--- config.mk ---
export PLATFORM = sky130hd
export DESIGN_NAME = trng_postproc
export DESIGN_NICKNAME = d
export VERILOG_FILES = /design/src/rtl/trng_postproc.sv
export SDC_FILE = /design/constraint.sdc
export NUM_CORES = 1
export LEC_CHECK = 0
export ABC_AREA = 0
export CORE_MARGIN = 2
export CORE_UTILIZATION = 50
export DETAILED_ROUTE_END_ITERATION = 8
export GPL_TIMING_DRIVEN = 0
export PLACE_DENSITY_LB_ADDON = 0.15
export SLEW_MARGIN = 20
export SYNTH_ARGS = -nofsm -noshare
export SYNTH_HDL_FRONTEND = slang
export SYNTH_SLANG_ARGS = --single-unit
--- constraint.sdc ---
create_clock -name clk -period 2.6 [get_ports clk]
set_input_delay 0.52 -clock clk [delete_from_list [all_inputs] [get_ports clk]]
set_output_delay 0.52 -clock clk [all_outputs]
set_load 0.02 [all_outputs]
--- src/rtl/trng_postproc.sv ---
// Ring-oscillator TRNG consumer: warmup, parity fold, repetition-count test,
// von Neumann debias, word packing and an output FIFO with valid/ready read.
module trng_postproc #(
    parameter int SIZE       = 8,
    parameter int WORD_W     = 32,
    parameter int FIFO_DEPTH = 4,
    parameter int WARMUP_CYC = 64,
    parameter int RCT_LIMIT  = 32
) (
    input  logic                          clk,
    input  logic                          rst_n,
    input  logic                          en,
    input  logic                          clr_alarm,
    input  logic [SIZE-1:0]               raw_in,
    output logic                          ro_en,
    output logic [WORD_W-1:0]             rnd_data,
    output logic                          rnd_valid,
    input  logic                          rnd_ready,
    output logic                          alarm,
    output logic [$clog2(FIFO_DEPTH)+1-1:0] fifo_level
);

    localparam int AW = $clog2(FIFO_DEPTH);
    localparam int LW = AW + 1;
    localparam int CW = $clog2(WARMUP_CYC + 1);
    localparam int RW = $clog2(RCT_LIMIT + 1);
    localparam int BW = $clog2(WORD_W + 1);

    localparam logic [CW-1:0] WLOAD = CW'(WARMUP_CYC - 1);
    localparam logic [RW-1:0] RLIM  = RW'(RCT_LIMIT);
    localparam logic [BW-1:0] WFULL = BW'(WORD_W);
    localparam logic [LW-1:0] DEPTH = LW'(FIFO_DEPTH);

    typedef enum logic [1:0] {
        IDLE,
        WARMUP,
        RUN,
        ALARM
    } state_t;

    state_t            state;
    logic [CW-1:0]     wcnt;
    logic [RW-1:0]     rct_cnt;
    logic              prev_fb;
    logic              vn_have;
    logic              vn_bit;
    logic [WORD_W-1:0] sreg;
    logic [BW-1:0]     bit_cnt;

    logic [WORD_W-1:0] mem [FIFO_DEPTH];
    logic [AW-1:0]     wr_ptr;
    logic [AW-1:0]     rd_ptr;
    logic [LW-1:0]     level;

    logic          fb;
    logic          run;
    logic [RW-1:0] rct_next;
    logic          rct_hit;
    logic          leave;
    logic          hold;
    logic          vn_emit;
    logic          pop;
    logic          push;

    assign fb       = ^raw_in;
    assign run      = (state == RUN);
    assign rct_next = (rct_cnt == '0 || fb != prev_fb) ? RW'(1) : rct_cnt + RW'(1);
    assign rct_hit  = run && (rct_next == RLIM);
    assign leave    = run && (rct_hit || !en);
    assign hold     = (bit_cnt == WFULL);
    assign vn_emit  = run && !leave && vn_have && (vn_bit != fb);

    assign rnd_valid  = (level != '0);
    assign rnd_data   = rnd_valid ? mem[rd_ptr] : '0;
    assign fifo_level = level;
    assign pop        = rnd_valid && rnd_ready;
    assign push       = run && !leave && hold && ((level < DEPTH) || pop);

    always_ff @(posedge clk or negedge rst_n) begin
        if (!rst_n) begin
            state   <= IDLE;
            ro_en   <= 1'b0;
            alarm   <= 1'b0;
            wcnt    <= '0;
            rct_cnt <= '0;
            prev_fb <= 1'b0;
            vn_have <= 1'b0;
            vn_bit  <= 1'b0;
            sreg    <= '0;
            bit_cnt <= '0;
        end else begin
            unique case (state)
                IDLE: begin
                    if (en) begin
                        state <= WARMUP;
                        ro_en <= 1'b1;
                        wcnt  <= WLOAD;
                    end
                end
                WARMUP: begin
                    if (!en) begin
                        state <= IDLE;
                        ro_en <= 1'b0;
                    end else if (wcnt == '0) begin
                        state <= RUN;
                    end else begin
                        wcnt <= wcnt - CW'(1);
                    end
                end
                RUN: begin
                    if (leave) begin
                        // Any exit from RUN drops the partial word and test history
                        state   <= rct_hit ? ALARM : IDLE;
                        alarm   <= rct_hit;
                        ro_en   <= 1'b0;
                        rct_cnt <= '0;
                        prev_fb <= 1'b0;
                        vn_have <= 1'b0;
                        vn_bit  <= 1'b0;
                        sreg    <= '0;
                        bit_cnt <= '0;
                    end else begin
                        rct_cnt <= rct_next;
                        prev_fb <= fb;
                        vn_have <= !vn_have;
                        if (!vn_have) begin
                            vn_bit <= fb;
                        end
                        if (push) begin
                            bit_cnt <= '0;
                        end else if (vn_emit && !hold) begin
                            sreg    <= {sreg[WORD_W-2:0], vn_bit};
                            bit_cnt <= bit_cnt + BW'(1);
                        end
                    end
                end
                ALARM: begin
                    if (clr_alarm) begin
                        state <= IDLE;
                        alarm <= 1'b0;
                    end
                end
            endcase
        end
    end

    always_ff @(posedge clk or negedge rst_n) begin
        if (!rst_n) begin
            wr_ptr <= '0;
            rd_ptr <= '0;
            level  <= '0;
        end else if (rct_hit) begin
            wr_ptr <= '0;
            rd_ptr <= '0;
            level  <= '0;
        end else begin
            if (push) begin
                wr_ptr <= wr_ptr + AW'(1);
            end
            if (pop) begin
                rd_ptr <= rd_ptr + AW'(1);
            end
            unique case ({push, pop})
                2'b10:   level <= level + LW'(1);
                2'b01:   level <= level - LW'(1);
                default: level <= level;
            endcase
        end
    end

    always_ff @(posedge clk) begin
        if (push) begin
            mem[wr_ptr] <= sreg;
        end
    end

endmodule

Word-level counts from Yosys, hierarchy flattened
Memories as Yosys holds them, arrays and structs flattened. Cells that the tools add are included.

Multiplexer cells: 39. Equality and inequality tests: 18. Add/subtract/negate cells: 7. $lt $le $gt $ge: 1. Reductions and logical operators: 36.

Operators by type and width (number): $mux W32 (4); $mux W6 (5); $mux W7 (3); $mux W2 (10); $pmux W7 S2 (1); $add A6 B1 Y6 const B (2); $eq A6 B6 Y1 const B (2); $ne A2 B2 Y1 const B (6); $reduce_and A4 Y1 (3); $reduce_bool A3 Y1 (4); $mux W1 (11); $reduce_bool A2 Y1 (5); $logic_and A1 B1 Y1 (9); $pmux W2 S4 (1); $reduce_xor A8 Y1 (1); $logic_not A7 Y1 (1); $sub A7 B1 Y7 const B (1); $eq A2 B2 Y1 const B (3); $logic_not A6 Y1 (1); $pmux W3 S2 (1); $reduce_and A3 Y1 (2); $add A2 B1 Y2 const B (2); $eq A2 B1 Y1 const B (2); $logic_not A1 Y1 (4); other kinds (12) (17).

Output and inout port bits: 38. Memories: 1. RAM bits: 128. Register bits: 65. Logic and storage cells: 115.

Memory list: mem (words 4, bits a word 32, rd ports 1, clocked after Yosys merged registers in 0, wr ports 1, line 50) `logic [WORD_W-1:0] mem [FIFO_DEPTH];`.

Logic depth before layout (Yosys ltp)
Depth in word-level cells: 16. Gate-level depth with buffers: 15. Depth with buffers taken out: 13.

Worst setup path before layout
Ideal clock, no wire load.

Path kind: register to register. From: register state[0]. To: memory mem[0][0] (enable). Arrival: 2.511 ns. Setup slack: -0.303 ns. Stages on the path, launching flop included: 9. Setup time: 0.392 ns. Buffers on the path: 2. Cell sequence: dfrtp_1 -> inv_1 -> ha_1 -> clkbuf_1 -> nand2_1 -> nand4bb_1 -> clkbuf_1 -> nor2_1 -> and2_1.

Cells in the longest elaborated chain, start to end: 10.

RTL lines: start, declared (line 41) `state_t state;`; start signal, assigned (line 113) `state <= rct_hit ? ALARM : IDLE;`; $eq A2 B2 Y1 * (line 66) `assign run = (state == RUN);`; $logic_and A1 B1 Y1 (line 68) `assign rct_hit = run && (rct_next == RLIM);`; $logic_or A1 B1 Y1 (line 69) `assign leave = run && (rct_hit || !en);`; $logic_and A1 B1 Y1 (line 69); $logic_not A1 Y1 (line 77) `assign push = run && !leave && hold && ((level < DEPTH) || pop);`; $logic_and A1 B1 Y1 * (3 in series) (line 77); $mux W1 * (line 172) `if (push) begin`; $mux W1 (not written as such) * (line 173) `mem[wr_ptr] <= sreg;`; end, declared (line 50).

Mark *: on every way between the ends. The rest lies on a longest branch, timed or not.

Worst setup path after layout
From: register rd_ptr[0]. To: output rnd_data[2].

Cells in the longest elaborated chain, start to end: 2.

RTL lines: start, declared (line 52) `logic [AW-1:0] rd_ptr;`; start signal, assigned (line 161) `rd_ptr <= rd_ptr + AW'(1);`; $mem_v2 Z4 W32; $mux W32 (line 74) `assign rnd_data = rnd_valid ? mem[rd_ptr] : '0;`; end, declared (line 16) `output logic [WORD_W-1:0] rnd_data,`.

Every way passes these cells.

==> flow_summary.yaml <==
global_route:
  grt_pass1_wl_microns: 25600
  grt_overflow: 0
  first_global_vias: 4948
  antenna_found_initial: 0
  grt_start_max_net_pins: 41
  grtUsageTotal: 0.190
cells_and_area:
  final_common_cell: "edfxtp_1"
  fin_cells: 884
  post-route-cell-area_sq_um: 9850
  antennaDiodeCount: 0
  layout_common_cells: "edfxtp_1, nand2_1, dfrtp_1"
  layout.nets: 682
  syn_to_final_growth_pct: 20.6
  fin_util: 0.618
  drive_gt1_frac: 0.246
floorplan:
  rows: 46
  dieArea_sq_um: 17400
  die_h_microns: 132
  die_w_microns: 132
  ios: 51
  start_util: 0.512
  core-area_sq_um: 15900
clocking:
  path_clk_slew_ns: 0.07
  ctsRootBufferMaster: "clkbuf_16"
  cts_tree: "built"
  insertion_delay_ns: 0.43
  htreeDepth: 4
  clockBufferDepth: 2
  numClockSinks: 193
  cts_buffers: 17
critical_path:
  crit_slowest_cell: "mux4_2"
  crit_path_end_kind: "output pin"
  critPathKind: "flip-flop to output pin"
  cp_data_required_time_ns: 2.08
  arrival_ns: 2.03
  start_kind: "flip-flop"
  cp_cell_sequence: "buf_4, mux4_2, and2_1, dlygate4sd2_1"
  cp_max_fo: 6
  max_stage_delay_ns: 0.49
placement:
  place_hpwl_microns: 9420
  place_inst: 835
  dp_slack_ns: -0.909
  dpl_cell_area_sq_um: 8960
  buffer_ports.inserted: 49
  routabilityCongestion: 0.840
sta:
  fin_setup_tns_ns: 0
  fin_ws_ns: 0.0483
  hold-worst-slack_ns: -0.00431
  finalMaxSlewViolations: 0
  timing.final.crit_period_ns: 2.55
  timing.fmax_mhz: 392
  timing.slew.headroom: 0.637
  clock_skew_ns: 0.00934
  setup_violations: 0
  tightest_slew_ns: 0.545
  hold_viol: 2
  period_share: 0.981
  grt_setup_unrepaired: "yes"
hold_path:
  hold_path_class: "input pin to asynchronous set/reset pin"
synth:
  yosysUniqueCellTypes: 46
  yosysSeqAreaShare: 0.670
  synth_nets: 596
  synthFlopType: "edfxtp_1"
  yosys_warnings: 0
  async_flop_share: 0.337
  syn_inst: 569
  synth-seq-cells: 193
  synth_area_per_cell_sq_um: 14.4
  synth_edf_count: 128
  syn-cell-area_sq_um: 8170
power:
  p_total_mw: 7.16
  ir_drop_uv: 518
  p_per_area_nw_per_um2: 727
  p_leak_nw: 3.91
drt:
  viasPerCell: 5.50
  drt_wl_total_microns: 15700
  drt_iter0_markers: 384
  firstDrtPassIters: 5
  ant_nets: 0
  vias: 4858
  drc: 0
  avgRoutedWirePerCell_microns: 17.8
run:
  cap_viol_max_count: 0
outcome:
  violations: "negative hold slack"
  outcome: "finished with violations"
-- registers in the layout, summed over array words and instances, names as in the netlist --
register and count:
mem 128, sreg 32, wcnt 7, bit_cnt 6, rct_cnt 6, fifo_level 3
rd_ptr 2, state 2, wr_ptr 2, alarm 1, prev_fb 1, ro_en 1
vn_bit 1, vn_have 1
-- per-layer routing --
layer,vias up,share of wire,GRT usage
met2,116,0.53,0.322
met5,-,0,0
met3,15,0.040,0.0465
met1,2478,0.42,0.243
met4,0,0.011,0.0616
li1,2249,-,-
-- worst max-delay path, delay by kind of cell, from the launching register on --
family	cells	cell delay, ns
buffers and inverters	2	0.48
flip-flops	1	0.46
multiplexers	1	0.49
AND/OR/NAND/NOR	1	0.17
-- cell families (layout without fill, tap and decap cells) --
family | after synthesis | count (layout) | synth area share
AOI/OAI and AO/OA | 74 | 74 | 0.0533
xor gates and xnor gates | 24 | 24 | 0.0300
adders and majority gates | 14 | 14 | 0.0224
buffers and inverters | 49 | 148 | 0.0234
DFF | 193 | 193 | 0.670
muxes | 36 | 36 | 0.0933
and+or+nand+nor | 179 | 179 | 0.108
-- power by group --
| part | switching (mW) | internal, mW |
|---|---|---|
| combinational | 0.509 | 0.397 |
| sequential | 0.115 | 3.38 |
| clock | 1.11 | 1.64 |
-- what timing repair did --
action,in CTS,in global routing
buffers inserted,12,10
gates resized for setup,147,48
gates cloned,0,1
endpoints found under the setup margin,199,192
hold buffers,0,0
pin swaps,3,6
-- area by class of cell --
class                      instances  area [sq um]
buffer                            27           184
clock buffer                      19           443
clock inverter                    13           184
fill                            1218          6090
inverter                          16          63.8
multi-input combinational        327          2620
sequential                       193          5470
tap                              216           270
timing repair buffer              73           614
-- synth_stat cells (2+ instances only) --
cell type	n	area share
xnor2_1	14	0.015
o21ai_0	14	0.0086
o32ai_1	2	0.0021
a22oi_1	3	0.0028
o22ai_1	3	0.0023
nand3_1	11	0.0067
nor4_1	2	0.0015
a21o_1	3	0.0028
edfxtp_1	128	0.47
mux4_2	32	0.088
o21a_1	3	0.0028
ha_1	13	0.020
nand2b_1	2	0.0015
xnor3_1	2	0.0055
a21oi_1	37	0.023
nor3_1	10	0.0061
clkbuf_1	24	0.011
xor2_1	7	0.0075
nand2_1	77	0.035
nor2b_1	4	0.0031
or3_1	4	0.0031
dfrtp_1	65	0.20
o221ai_1	2	0.0021
and3_1	7	0.0054
buf_2	5	0.0031
mux2i_1	3	0.0037
o2bb2ai_1	3	0.0032
and2_1	37	0.028
nor2_1	18	0.0083
inv_1	16	0.0074
buf_1	3	0.0014
-- worst paths after layout --
check                               to       start  slack [ns]  cells past startpoint
max                        rnd_data[2]   rd_ptr[0]        0.05                      4
min                            wcnt[1]       rst_n      -0.004                      1
max reg2reg                 mem[1][27]  rct_cnt[3]        0.13                      8
min reg2reg                      alarm       alarm        0.53                      1
max in group asynchronous      sreg[2]       rst_n        2.05                      2
min in group clk                 alarm       alarm        0.53                      1
Power figures use the tool's default switching activity.
